<file path="src/rtl/inst_fetch_unit_pkg.sv">
// Shared core constants and types for the instruction fetch front end.
package inst_fetch_unit_pkg;

  localparam int unsigned XLEN = 32;
  localparam int unsigned ILEN = 32;

  localparam logic [XLEN-1:0] RESET_PC_DEFAULT = 32'h0000_0000;
  localparam logic [XLEN-1:0] PC_STEP          = 32'd4;

  // FETCH is normal operation; HALT is entered on a misaligned redirect and left only by reset.
  typedef enum logic [0:0] {
    StFetch = 1'b0,
    StHalt  = 1'b1
  } fetchState_e;

  // One buffered instruction together with the address it was fetched from.
  typedef struct packed {
    logic [XLEN-1:0] pc;
    logic [ILEN-1:0] inst;
  } fetchEntry_t;

  function automatic logic isMisaligned(input logic [XLEN-1:0] pc);
    return pc[1:0] != 2'b00;
  endfunction

endpackage

</file>
<file path="src/rtl/inst_fetch_unit_if.sv">
// Fetch unit bus: instruction memory request/response, execute redirect, decoder handoff.
interface inst_fetch_unit_if;
  import inst_fetch_unit_pkg::*;

  logic            imem_req_valid;
  logic            imem_req_ready;
  logic [XLEN-1:0] imem_req_addr;
  logic            imem_rsp_valid;
  logic [ILEN-1:0] imem_rsp_data;
  logic            redirect_valid;
  logic [XLEN-1:0] redirect_pc;
  logic            inst_valid;
  logic            inst_ready;
  logic [ILEN-1:0] inst;
  logic [XLEN-1:0] inst_pc;
  logic [XLEN-1:0] inst_pc_plus4;
  logic            misalign_err;

  // Fetch unit side.
  modport master (
    output imem_req_valid, imem_req_addr,
    input  imem_req_ready,
    input  imem_rsp_valid, imem_rsp_data,
    input  redirect_valid, redirect_pc,
    output inst_valid, inst, inst_pc, inst_pc_plus4,
    input  inst_ready,
    output misalign_err
  );

  // Memory / execute / decoder side.
  modport slave (
    input  imem_req_valid, imem_req_addr,
    output imem_req_ready,
    output imem_rsp_valid, imem_rsp_data,
    output redirect_valid, redirect_pc,
    input  inst_valid, inst, inst_pc, inst_pc_plus4,
    output inst_ready,
    input  misalign_err
  );

endinterface

</file>
<file path="src/rtl/inst_fetch_unit_fifo.sv">
// Synchronous instruction buffer holding {pc, inst}; flush empties it in one cycle.
module inst_fetch_unit_fifo
  import inst_fetch_unit_pkg::*;
#(
  parameter int unsigned Depth = 2
) (
  input  logic                         clk,
  input  logic                         rst_n,
  input  logic                         flush,
  input  logic                         push,
  input  fetchEntry_t                  pushData,
  input  logic                         pop,
  output logic                         headValid,
  output fetchEntry_t                  headData,
  output logic [$clog2(Depth+1)-1:0]   count
);

  localparam int unsigned PtrW = $clog2(Depth);
  localparam int unsigned CntW = $clog2(Depth + 1);

  fetchEntry_t     mem_q [Depth];
  logic [PtrW-1:0] rdPtr_q;
  logic [PtrW-1:0] wrPtr_q;
  logic [CntW-1:0] count_q;
  logic            popEff;
  logic            full;

  // A pop on an empty buffer is ignored, so push+pop on empty is a plain push.
  always_comb begin
    popEff = pop && (count_q != '0);
    full   = (count_q == CntW'(Depth));
  end

  // Pointer and occupancy tracking; flush wins over push and pop.
  always_ff @(posedge clk) begin
    if (!rst_n || flush) begin
      rdPtr_q <= '0;
      wrPtr_q <= '0;
      count_q <= '0;
    end else begin
      if (push) begin
        wrPtr_q <= wrPtr_q + PtrW'(1);
      end
      if (popEff) begin
        rdPtr_q <= rdPtr_q + PtrW'(1);
      end
      count_q <= count_q + CntW'(push) - CntW'(popEff);
    end
  end

  // Storage array; no reset needed since count_q qualifies every read.
  always_ff @(posedge clk) begin
    if (rst_n && !flush && push) begin
      mem_q[wrPtr_q] <= pushData;
    end
  end

  // Upstream credit accounting must make an overflowing push impossible.
  always_ff @(posedge clk) begin
    if (rst_n && !flush) begin
      assert (!(push && full && !popEff));
    end
  end

  assign headValid = (count_q != '0);
  assign headData  = mem_q[rdPtr_q];
  assign count     = count_q;

endmodule

</file>
<file path="src/rtl/inst_fetch_unit.sv">
// Instruction fetch front end: PC, credit-limited in-order fetch, wrong-path drop, buffer.
module inst_fetch_unit
  import inst_fetch_unit_pkg::*;
#(
  parameter logic [XLEN-1:0] RESET_PC   = RESET_PC_DEFAULT,
  parameter int unsigned     FIFO_DEPTH = 2,
  parameter int unsigned     MAX_OUTST  = 2
) (
  input logic               clk,
  input logic               rst_n,
  inst_fetch_unit_if.master bus
);

  localparam int unsigned OutstW = $clog2(MAX_OUTST + 1);
  localparam int unsigned CntW   = $clog2(FIFO_DEPTH + 1);

  fetchState_e       state_q;
  logic [XLEN-1:0]   fetchPc_q;
  logic [XLEN-1:0]   rspPc_q;
  logic [OutstW-1:0] outst_q;
  logic [OutstW-1:0] drop_q;
  logic              misalign_q;

  logic [CntW-1:0]   fifoCount;
  logic              headValid;
  fetchEntry_t       headData;
  fetchEntry_t       pushData;

  logic [31:0]       inFlight;
  logic              reqValid;
  logic              reqFire;
  logic              rspFire;
  logic              redirect;
  logic              dropping;
  logic              push;
  logic              pop;
  logic              flush;
  logic              instValid;
  logic [OutstW-1:0] outstNext;

  // Credit check, handshake decode and buffer control for this cycle.
  always_comb begin
    inFlight  = 32'(fifoCount) + 32'(outst_q);
    reqValid  = rst_n && (state_q == StFetch) && (32'(outst_q) < MAX_OUTST) &&
                (inFlight < FIFO_DEPTH);
    reqFire   = reqValid && bus.imem_req_ready;
    rspFire   = bus.imem_rsp_valid;
    redirect  = bus.redirect_valid && (state_q == StFetch);
    outstNext = outst_q + OutstW'(reqFire) - OutstW'(rspFire);
    dropping  = rspFire && (drop_q != '0);
    // A response landing in a redirect cycle belongs to the old path.
    push      = rspFire && !dropping && (state_q == StFetch) && !redirect;
    instValid = rst_n && headValid && (state_q == StFetch);
    pop       = instValid && bus.inst_ready;
    flush     = redirect || (state_q == StHalt);
    pushData  = '{pc: rspPc_q, inst: bus.imem_rsp_data};
  end

  // Fetch FSM with PC, response-PC, outstanding and drop counters.
  always_ff @(posedge clk) begin
    if (!rst_n) begin
      state_q    <= StFetch;
      fetchPc_q  <= RESET_PC;
      rspPc_q    <= RESET_PC;
      outst_q    <= '0;
      drop_q     <= '0;
      misalign_q <= 1'b0;
    end else begin
      outst_q <= outstNext;
      if (redirect) begin
        // Everything still in flight after this edge is wrong-path.
        drop_q    <= outstNext;
        fetchPc_q <= bus.redirect_pc;
        rspPc_q   <= bus.redirect_pc;
        if (isMisaligned(bus.redirect_pc)) begin
          state_q    <= StHalt;
          misalign_q <= 1'b1;
        end
      end else begin
        if (reqFire) begin
          fetchPc_q <= fetchPc_q + PC_STEP;
        end
        if (dropping) begin
          drop_q <= drop_q - OutstW'(1);
        end
        if (push) begin
          rspPc_q <= rspPc_q + PC_STEP;
        end
      end
    end
  end

  inst_fetch_unit_fifo #(
    .Depth (FIFO_DEPTH)
  ) u_fifo (
    .clk       (clk),
    .rst_n     (rst_n),
    .flush     (flush),
    .push      (push),
    .pushData  (pushData),
    .pop       (pop),
    .headValid (headValid),
    .headData  (headData),
    .count     (fifoCount)
  );

  assign bus.imem_req_valid = reqValid;
  assign bus.imem_req_addr  = fetchPc_q;
  assign bus.inst_valid     = instValid;
  assign bus.inst           = headData.inst;
  assign bus.inst_pc        = headData.pc;
  assign bus.inst_pc_plus4  = headData.pc + PC_STEP;
  assign bus.misalign_err   = rst_n && misalign_q;

endmodule
</file>
<file path="src/flat_wrapper.sv">
// flat-port wrapper written by rule: the top's interface ports become plain ports
module inst_fetch_unit_flat import inst_fetch_unit_pkg::*;
#(
  parameter logic [XLEN-1:0] RESET_PC   = RESET_PC_DEFAULT,
  parameter int unsigned     FIFO_DEPTH = 2,
  parameter int unsigned     MAX_OUTST  = 2
)
  (clk, rst_n, bus_imem_req_valid, bus_imem_req_addr, bus_imem_req_ready, bus_imem_rsp_valid, bus_imem_rsp_data, bus_redirect_valid, bus_redirect_pc, bus_inst_valid, bus_inst, bus_inst_pc, bus_inst_pc_plus4, bus_inst_ready, bus_misalign_err);
  inst_fetch_unit_if bus_i ();
  input logic clk;
  input logic rst_n;
  output wire logic [$bits(bus_i.imem_req_valid)-1:0] bus_imem_req_valid;
  output wire logic [$bits(bus_i.imem_req_addr)-1:0] bus_imem_req_addr;
  input wire logic [$bits(bus_i.imem_req_ready)-1:0] bus_imem_req_ready;
  input wire logic [$bits(bus_i.imem_rsp_valid)-1:0] bus_imem_rsp_valid;
  input wire logic [$bits(bus_i.imem_rsp_data)-1:0] bus_imem_rsp_data;
  input wire logic [$bits(bus_i.redirect_valid)-1:0] bus_redirect_valid;
  input wire logic [$bits(bus_i.redirect_pc)-1:0] bus_redirect_pc;
  output wire logic [$bits(bus_i.inst_valid)-1:0] bus_inst_valid;
  output wire logic [$bits(bus_i.inst)-1:0] bus_inst;
  output wire logic [$bits(bus_i.inst_pc)-1:0] bus_inst_pc;
  output wire logic [$bits(bus_i.inst_pc_plus4)-1:0] bus_inst_pc_plus4;
  input wire logic [$bits(bus_i.inst_ready)-1:0] bus_inst_ready;
  output wire logic [$bits(bus_i.misalign_err)-1:0] bus_misalign_err;
  assign bus_imem_req_valid = bus_i.imem_req_valid;
  assign bus_imem_req_addr = bus_i.imem_req_addr;
  assign bus_i.imem_req_ready = bus_imem_req_ready;
  assign bus_i.imem_rsp_valid = bus_imem_rsp_valid;
  assign bus_i.imem_rsp_data = bus_imem_rsp_data;
  assign bus_i.redirect_valid = bus_redirect_valid;
  assign bus_i.redirect_pc = bus_redirect_pc;
  assign bus_inst_valid = bus_i.inst_valid;
  assign bus_inst = bus_i.inst;
  assign bus_inst_pc = bus_i.inst_pc;
  assign bus_inst_pc_plus4 = bus_i.inst_pc_plus4;
  assign bus_i.inst_ready = bus_inst_ready;
  assign bus_misalign_err = bus_i.misalign_err;
  inst_fetch_unit #(.RESET_PC(RESET_PC), .FIFO_DEPTH(FIFO_DEPTH), .MAX_OUTST(MAX_OUTST)) u_core (.clk(clk), .rst_n(rst_n), .bus(bus_i));
endmodule
</file>
<file path="config.mk">
export PLATFORM = sky130hd
export DESIGN_NAME = inst_fetch_unit_flat
export DESIGN_NICKNAME = d
export VERILOG_FILES = /design/src/rtl/inst_fetch_unit_pkg.sv /design/src/rtl/inst_fetch_unit_if.sv /design/src/rtl/inst_fetch_unit_fifo.sv /design/src/rtl/inst_fetch_unit.sv /design/src/flat_wrapper.sv
export SDC_FILE = /design/constraint.sdc
export NUM_CORES = 1
export LEC_CHECK = 0
export ABC_AREA = 1
export CORE_MARGIN = 4
export CORE_UTILIZATION = 50
export DETAILED_ROUTE_END_ITERATION = 6
export PLACE_DENSITY_LB_ADDON = 0.15
export RECOVER_POWER = 100
export SKIP_CTS_REPAIR_TIMING = 1
export SLEW_MARGIN = 20
export SYNTH_ARGS = -nofsm -noshare
export SYNTH_HDL_FRONTEND = slang
export SYNTH_HIERARCHICAL = 1
export SYNTH_SLANG_ARGS = --single-unit
</file>
<file path="constraint.sdc">
create_clock -name clk -period 7.55 [get_ports clk]
set_input_delay 1.51 -clock clk [delete_from_list [all_inputs] [get_ports clk]]
set_output_delay 1.51 -clock clk [all_outputs]
set_load 0.02 [all_outputs]
</file>
==> reports/metrics.cfg, run 1 <==
[outcome]
outcome = finished with violations
failed_checks = capacitance limit, slew limit

[timing]
timing.fmax_mhz = 163.1
slew_violations = 233
worst_pin_slew_ns = 3.576
finalSetupTns_ns = 0
period_share_pct = 81.19
setup_viol = 0
rsz0062_at_grt = no
final-hold-violation-count = 0
min_period_ns = 6.130
skew_ns = 0.009920
timing.slew.headroom_pct = -138.4

[placement]
gp_congestion = 0.8930
portBuffers = 200
dpl.hpwl_um = 18490
dp.cells = 1594

[clocking]
cts_tree = built
max-clock-path-buffers = 2
clk_pin_slew_ns = 0.07
cts.sinks = 200
cts.htree.levels = 4
cts_buffers = 17
worstSkewPairLatency_ns = 0.43
cts_root_buf = clkbuf_16

[synth]
synth_area_per_cell_um2 = 9.168
postSynth.asyncResetShare_pct = 0
ys_seq_elements = 200
synth_edf_count = 128
syn_nets = 1234
synth_cells = 1155
yosysWarnings = 6
yosysSeqAreaShare_pct = 49.91
ys_types = 43
synth_flop_cell = edfxtp_1
syn_area_um2 = 10590

[route]
drcViolationCount = 0
vias = 8505
drt_iter0_markers = 470
vias_per_cell = 5.231
wl_um = 25230
drtPass1Iterations = 7
ant_nets = 0
wire_per_inst_um = 15.52

[worst_setup_path]
cp.required_ns = 7.92
path_buf_inv = 4
start_kind = input pin
path_class = in -> reg
cp_cell_sequence = dlygate4sd3_1 > nand2_1 > clkbuf_1 > inv_1 > clkbuf_1 > nor2_1 > nand3_1 > nand2_1 > nor2_1 > nor2_1
cp.arrival_ns = 6.50
critPathMaxStageDelay_ns = 2.25
cp_slowest_cell = clkbuf_1
cp_max_fo = 65
crit_top_cell = nor2_1
cp-end-kind = register
rrSetupSlack_ns = 2.68
cpLargestDelayFamily = buffers and inverters

[worst_hold_path]
holdCritPathClass = reg -> reg

[die]
dieArea_um2 = 23570
initial_core_util_pct = 51.50
die_h_um = 153.5
core_um2 = 20560
ios = 201
die_w_um = 153.5
rows = 52

[cells_and_area]
fin_util_pct = 64.45
fin_cells = 1626
layout-drive-gt1-share_pct = 10.25
nets = 1422
area_delta_synth_final_pct = 25.15
antenna_cells = 0

[global_routing]
first_global_vias = 8111
grt_start_max_net_pins = 66
antenna_found_initial = 0
grt_overflow = 0
grt_pass1_wl_um = 40620
grt.total_usage_pct = 21.08

[power]
vdd_drop_max_mv = 0.1471
power.density_nw_per_um2 = 191.6
p_leak_uw = 0.005043

[run]
max-cap-violations = 4

-- cell type report --
type,count,area (um^2)
sequential,200,5289
multi-input combinational,807,4581
clock buffer,17,425.4
timing repair buffer,207,2039
tap,270,337.8
clock inverter,15,166.4
inverter,110,412.9
fill,1713,7308
-- cell families (layout without fill, tap and decap cells) --
kind of cell	Yosys count	in the layout	synth area share, %
xor gates and xnor gates	33	33	2.730
AOI/OAI and AO/OA	144	144	7.208
DFF	200	200	49.91
buffers and inverters	148	349	6.688
adders and majority gates	9	9	1.134
and+or+nand+nor	557	557	23.40
muxes	64	64	8.933
-- metrics by stage --
stage | worst slack (ns) | hold WS, ns | area (um^2) | power, uW
2_1_floorplan | 0.7412 | 0.4437 | 10590 | 1538
3_3_place_gp | 2.685 | 0.4525 | 12700 | 1688
3_5_place_dp | 2.700 | 0.4721 | 12700 | 1695
4_1_cts | 2.214 | 0.4873 | 13290 | 2581
5_1_grt | 1.064 | 0.5164 | 13250 | 2666
6_report | 1.420 | 0.4791 | 13250 | 2539
-- worst min-delay path: cells and delay by family, from the launching register on --
| family | cells | cell delay, ns |
|---|---|---|
| DFF | 1 | 0.31 |
| and+or+nand+nor | 1 | 0.06 |
| AOI/OAI and AO/OA | 1 | 0.06 |
-- report_power, final --
group	internal [uW]	total [uW]	switching (uW)
Sequential	1220	1300	76.2
Combinational	149	356	207
Clock	445	883	438
-- sequential cells by signal, indices dropped and copies added, names as in the netlist, named ones only --
name,count
u_core/bus.imem_req_addr,31
u_core/u_fifo/wrPtr_q,1
u_core/misalign_q,1
u_core/drop_q,2
u_core/outst_q,2
u_core/u_fifo/mem_q,128
u_core/u_fifo/rdPtr_q,1
u_core/rspPc_q,31
u_core/u_fifo/count,2
-- routing by layer --
metal / track usage [%] / wire [um]
met1: 29.09 / 11610
met4: 4.752 / 262
met3: 4.132 / 1562
met5: 0 / 0
met2: 34.72 / 11790
-- cells in the final DEF, fill, tap and decap left out, drive strengths merged, types with 2 or more instances in the layout --
cell and count:
dlygate4sd3 162, nand4 11, clkbuf 21, ha 8, o21ai 61, and2 2
nand2 264, nand3b 11, nor3b 3, nor3 17, edfxtp 128, o21bai 4
inv 117, o21a 2, xor2 19, dfxtp 72, buf 3, nand3 80
a31oi 15, or2 7, clkdlybuf4s50 38, mux2 64, nor2 160, xnor2 14
a21oi 59, clkinv 8
-- path summary, 6_finish.rpt --
check,start,end,cells after the start
min,u_core/u_fifo/wrPtr_q$_SDFFE_PP0P_,u_core/u_fifo/wrPtr_q$_SDFFE_PP0P_,2
max,bus_redirect_valid,u_core/bus.imem_req_addr[17]$_SDFFE_PN0P_,10
min reg2reg,u_core/u_fifo/wrPtr_q$_SDFFE_PP0P_,u_core/u_fifo/wrPtr_q$_SDFFE_PP0P_,2
max reg2reg,u_core/misalign_q$_SDFFE_PN0P_,u_core/bus.imem_req_addr[17]$_SDFFE_PN0P_,10
-- cells in the mapped netlist, types with 2 or more instances --
| master | instances | area share, % |
|---|---|---|
| nand2_1 | 256 | 9.1 |
| nor2_1 | 139 | 4.9 |
| edfxtp_1 | 128 | 36 |
| inv_1 | 104 | 3.7 |
| nand3_1 | 78 | 3.7 |
| dfxtp_1 | 72 | 14 |
| mux2_4 | 60 | 8.5 |
| a21oi_1 | 59 | 2.8 |
| o21ai_0 | 57 | 2.7 |
| xor2_1 | 19 | 1.6 |
| a31oi_1 | 15 | 0.89 |
| nor2_2 | 14 | 0.83 |
| nor3_1 | 14 | 0.66 |
| xnor2_1 | 14 | 1.2 |
| clkbuf_1 | 11 | 0.39 |
| nand3b_1 | 11 | 0.78 |
| nand4_1 | 10 | 0.59 |
| buf_2 | 8 | 0.38 |
| buf_4 | 8 | 0.57 |
| ha_1 | 8 | 0.95 |
| nor2_4 | 7 | 0.74 |
| or2_2 | 7 | 0.41 |
| buf_12 | 6 | 1.1 |
| inv_2 | 6 | 0.21 |
| nand2_2 | 6 | 0.35 |
| mux2_2 | 4 | 0.43 |
| o21ai_1 | 4 | 0.19 |
| o21bai_1 | 4 | 0.28 |
| buf_1 | 3 | 0.11 |
| nor3_2 | 3 | 0.28 |
| nor3b_1 | 3 | 0.21 |
| and2_1 | 2 | 0.12 |
| buf_6 | 2 | 0.21 |
| nand2_4 | 2 | 0.21 |
| nand3_2 | 2 | 0.19 |
| o21a_1 | 2 | 0.14 |
Note: power is estimated with default switching activity, not from simulation.
==> inputs of run 2 (changes only) <==
- CORE_UTILIZATION: 50 -> 48
- clock period: 7.55 -> 5.45 ns (I/O delays scaled with it)
==> reports/metrics.cfg, run 2 (synthesized netlist as in run 1, its figures left out) <==
[outcome]
outcome = finished with violations
failed_checks = capacitance limit, slew limit

[die]
die_w_um = 156.5  ; +2.0%
initial_core_util_pct = 48.67  ; -2.8 points
dieArea_um2 = 24500  ; +3.9%
core_um2 = 21760  ; +5.8%
ios = 201  ; unchanged
rows = 54  ; +3.8%
die_h_um = 156.5  ; +2.0%

[timing]
setup_viol = 0  ; unchanged
finalSetupTns_ns = 0  ; unchanged
final-hold-violation-count = 0  ; unchanged
timing.slew.headroom_pct = -12.17  ; +130 points
rsz0062_at_grt = no
worst_pin_slew_ns = 1.683  ; -1.894 ns
min_period_ns = 4.479
timing.fmax_mhz = 223.2
slew_violations = 168  ; -28%
skew_ns = 0.009072  ; -0.0008475 ns
period_share_pct = 82.19

[placement]
portBuffers = 200  ; unchanged
gp_congestion = 0.9542  ; +6.9%
dpl.hpwl_um = 18800  ; +1.7%
placed_cell_area_um2 = 12730  ; +0.21%

[cells_and_area]
final_common_cell = nand2_1
area_delta_synth_final_pct = 25.20  ; about the same
top_register = u_core/u_fifo/mem_q
layout-drive-gt1-share_pct = 9.433  ; -0.82 points
largest_reg_flops = 128  ; unchanged
nets = 1423  ; +0.070%
finish.instance_area_um2 = 13260  ; about the same
fin_util_pct = 60.94  ; -3.5 points
final_cell_mix = nand2_1, dlygate4sd3_1, nor2_1
antenna_cells = 0  ; unchanged

[worst_setup_path]
path_class = reg -> out
rrSetupSlack_ns = 1.93  ; -0.75 ns
cp-end-kind = output pin
cp.arrival_ns = 3.39  ; -3.11 ns
start_kind = register
reg2reg_to = u_core/rspPc_q[13]$_SDFFE_PN0P_
cp.required_ns = 4.36  ; -3.56 ns
cp_cell_sequence = buf_4 > mux2_1 > nand2_1 > nor2_1 > nand4_1 > nor3_1 > xor2_1 > clkdlybuf4s50_1
r2r-start = u_core/misalign_q$_SDFFE_PN0P_
path_buf_inv = 2  ; -2
cpLargestDelayFamily = buffers and inverters
cp_max_fo = 32  ; -51%
cp_slowest_cell = dfxtp_4
critPathMaxStageDelay_ns = 0.73  ; -1.52 ns
rr_worst_depth = 7  ; -3

[clocking]
cts_tree = built
cts.htree.levels = 4  ; unchanged
max-clock-path-buffers = 2  ; unchanged
cts_buffers = 17  ; unchanged
worstSkewPairLatency_ns = 0.43  ; about the same
cts_root_buf = clkbuf_16
cts.sinks = 200  ; unchanged
clk_pin_slew_ns = 0.08  ; about the same

[worst_hold_path]
hold_start = u_core/u_fifo/wrPtr_q$_SDFFE_PP0P_
hold_end = u_core/u_fifo/wrPtr_q$_SDFFE_PP0P_
hold_path_depth = 2  ; unchanged
holdCritPathClass = reg -> reg

[power]
vdd_drop_max_mv = 0.1734  ; +18%
p_leak_uw = 0.005023  ; -0.39%
power.density_nw_per_um2 = 270.6  ; +41%

[global_routing]
first_global_vias = 7946  ; -2.0%
grt_pass1_wl_um = 40450  ; -0.43%
antenna_found_initial = 0  ; unchanged
grt.total_usage_pct = 20.70  ; -0.39 points
grt_start_max_net_pins = 65  ; -1.5%
grt_overflow = 0  ; unchanged

[route]
drtPass1Iterations = 5  ; -2
ant_nets = 0  ; unchanged
vias_per_cell = 5.192  ; -0.73%
drt_iter0_markers = 537  ; +14%
wire_per_inst_um = 15.73  ; +1.4%
drcViolationCount = 0  ; unchanged
wl_um = 25760  ; +2.1%
vias = 8500  ; -0.059%

[run]
max-cap-violations = 3  ; -1

## run 2: final cells by class
class,instances,area (um^2)
Clock buffer,17,425.4
Clock inverter,15,197.7
Fill cell,1857,8498
Inverter,110,412.9
Multi-Input combinational cell,807,4537
Sequential cell,200,5289
Tap cell,280,350.3
Timing Repair Buffer,208,2046
## run 2: worst min-delay path, delay by kind of cell, from the launching register on
family	cells	cell delay, ns
simple gates	1	0.06
compound gates	1	0.06
flops	1	0.32
## run 2: how the worst max path moves through the flow
| stage | start | to | slack [ns] | depth (start not counted) |
|---|---|---|---|---|
| after CTS | register | bus_inst_pc_plus4[28] | 0.96 | 9 |
| after global routing | bus_redirect_valid | u_core/rspPc_q[13]$_SDFFE_PN0P_ | 0.70 | 7 |
| after floorplan | bus_imem_rsp_valid | u_core/u_fifo/mem_q[0][0]$_DFFE_PP_ | 0.81 | 4 |
| after global placement | register | bus_inst_pc_plus4[22] | 1.48 | 8 |
| final | register | bus_inst_pc_plus4[30] | 0.97 | 8 |
| after detailed placement | register | bus_inst_pc_plus4[28] | 1.46 | 9 |
## run 2: layer usage
metal  track usage (%)  share of wire (%)  vias up
met5                 0                  0        -
met4             5.248                1.4        0
met3             3.789                6.2       27
met2             33.71                 46      290
met1             28.76                 46     3940
li1                  -                  -     4243
## run 2: metrics by stage
stage | std cells | setup slack, ns | hold slack, ns | total power, uW
after detailed placement | 1605 | 1.459 | 0.4620 | 2353
final | 1637 | 0.9707 | 0.4725 | 3588
after CTS | 1637 | 0.9610 | 0.4742 | 3638
after floorplan | 1155 | 0.8150 | 0.4440 | 2130
after global placement | 1605 | 1.476 | 0.4534 | 2341
after global routing | 1637 | 0.6965 | 0.4898 | 3755
## run 2: power breakdown
| group | switching, uW | internal, uW |
|---|---|---|
| Sequential | 107 | 1700 |
| Combinational | 291 | 205 |
| Clock | 651 | 638 |
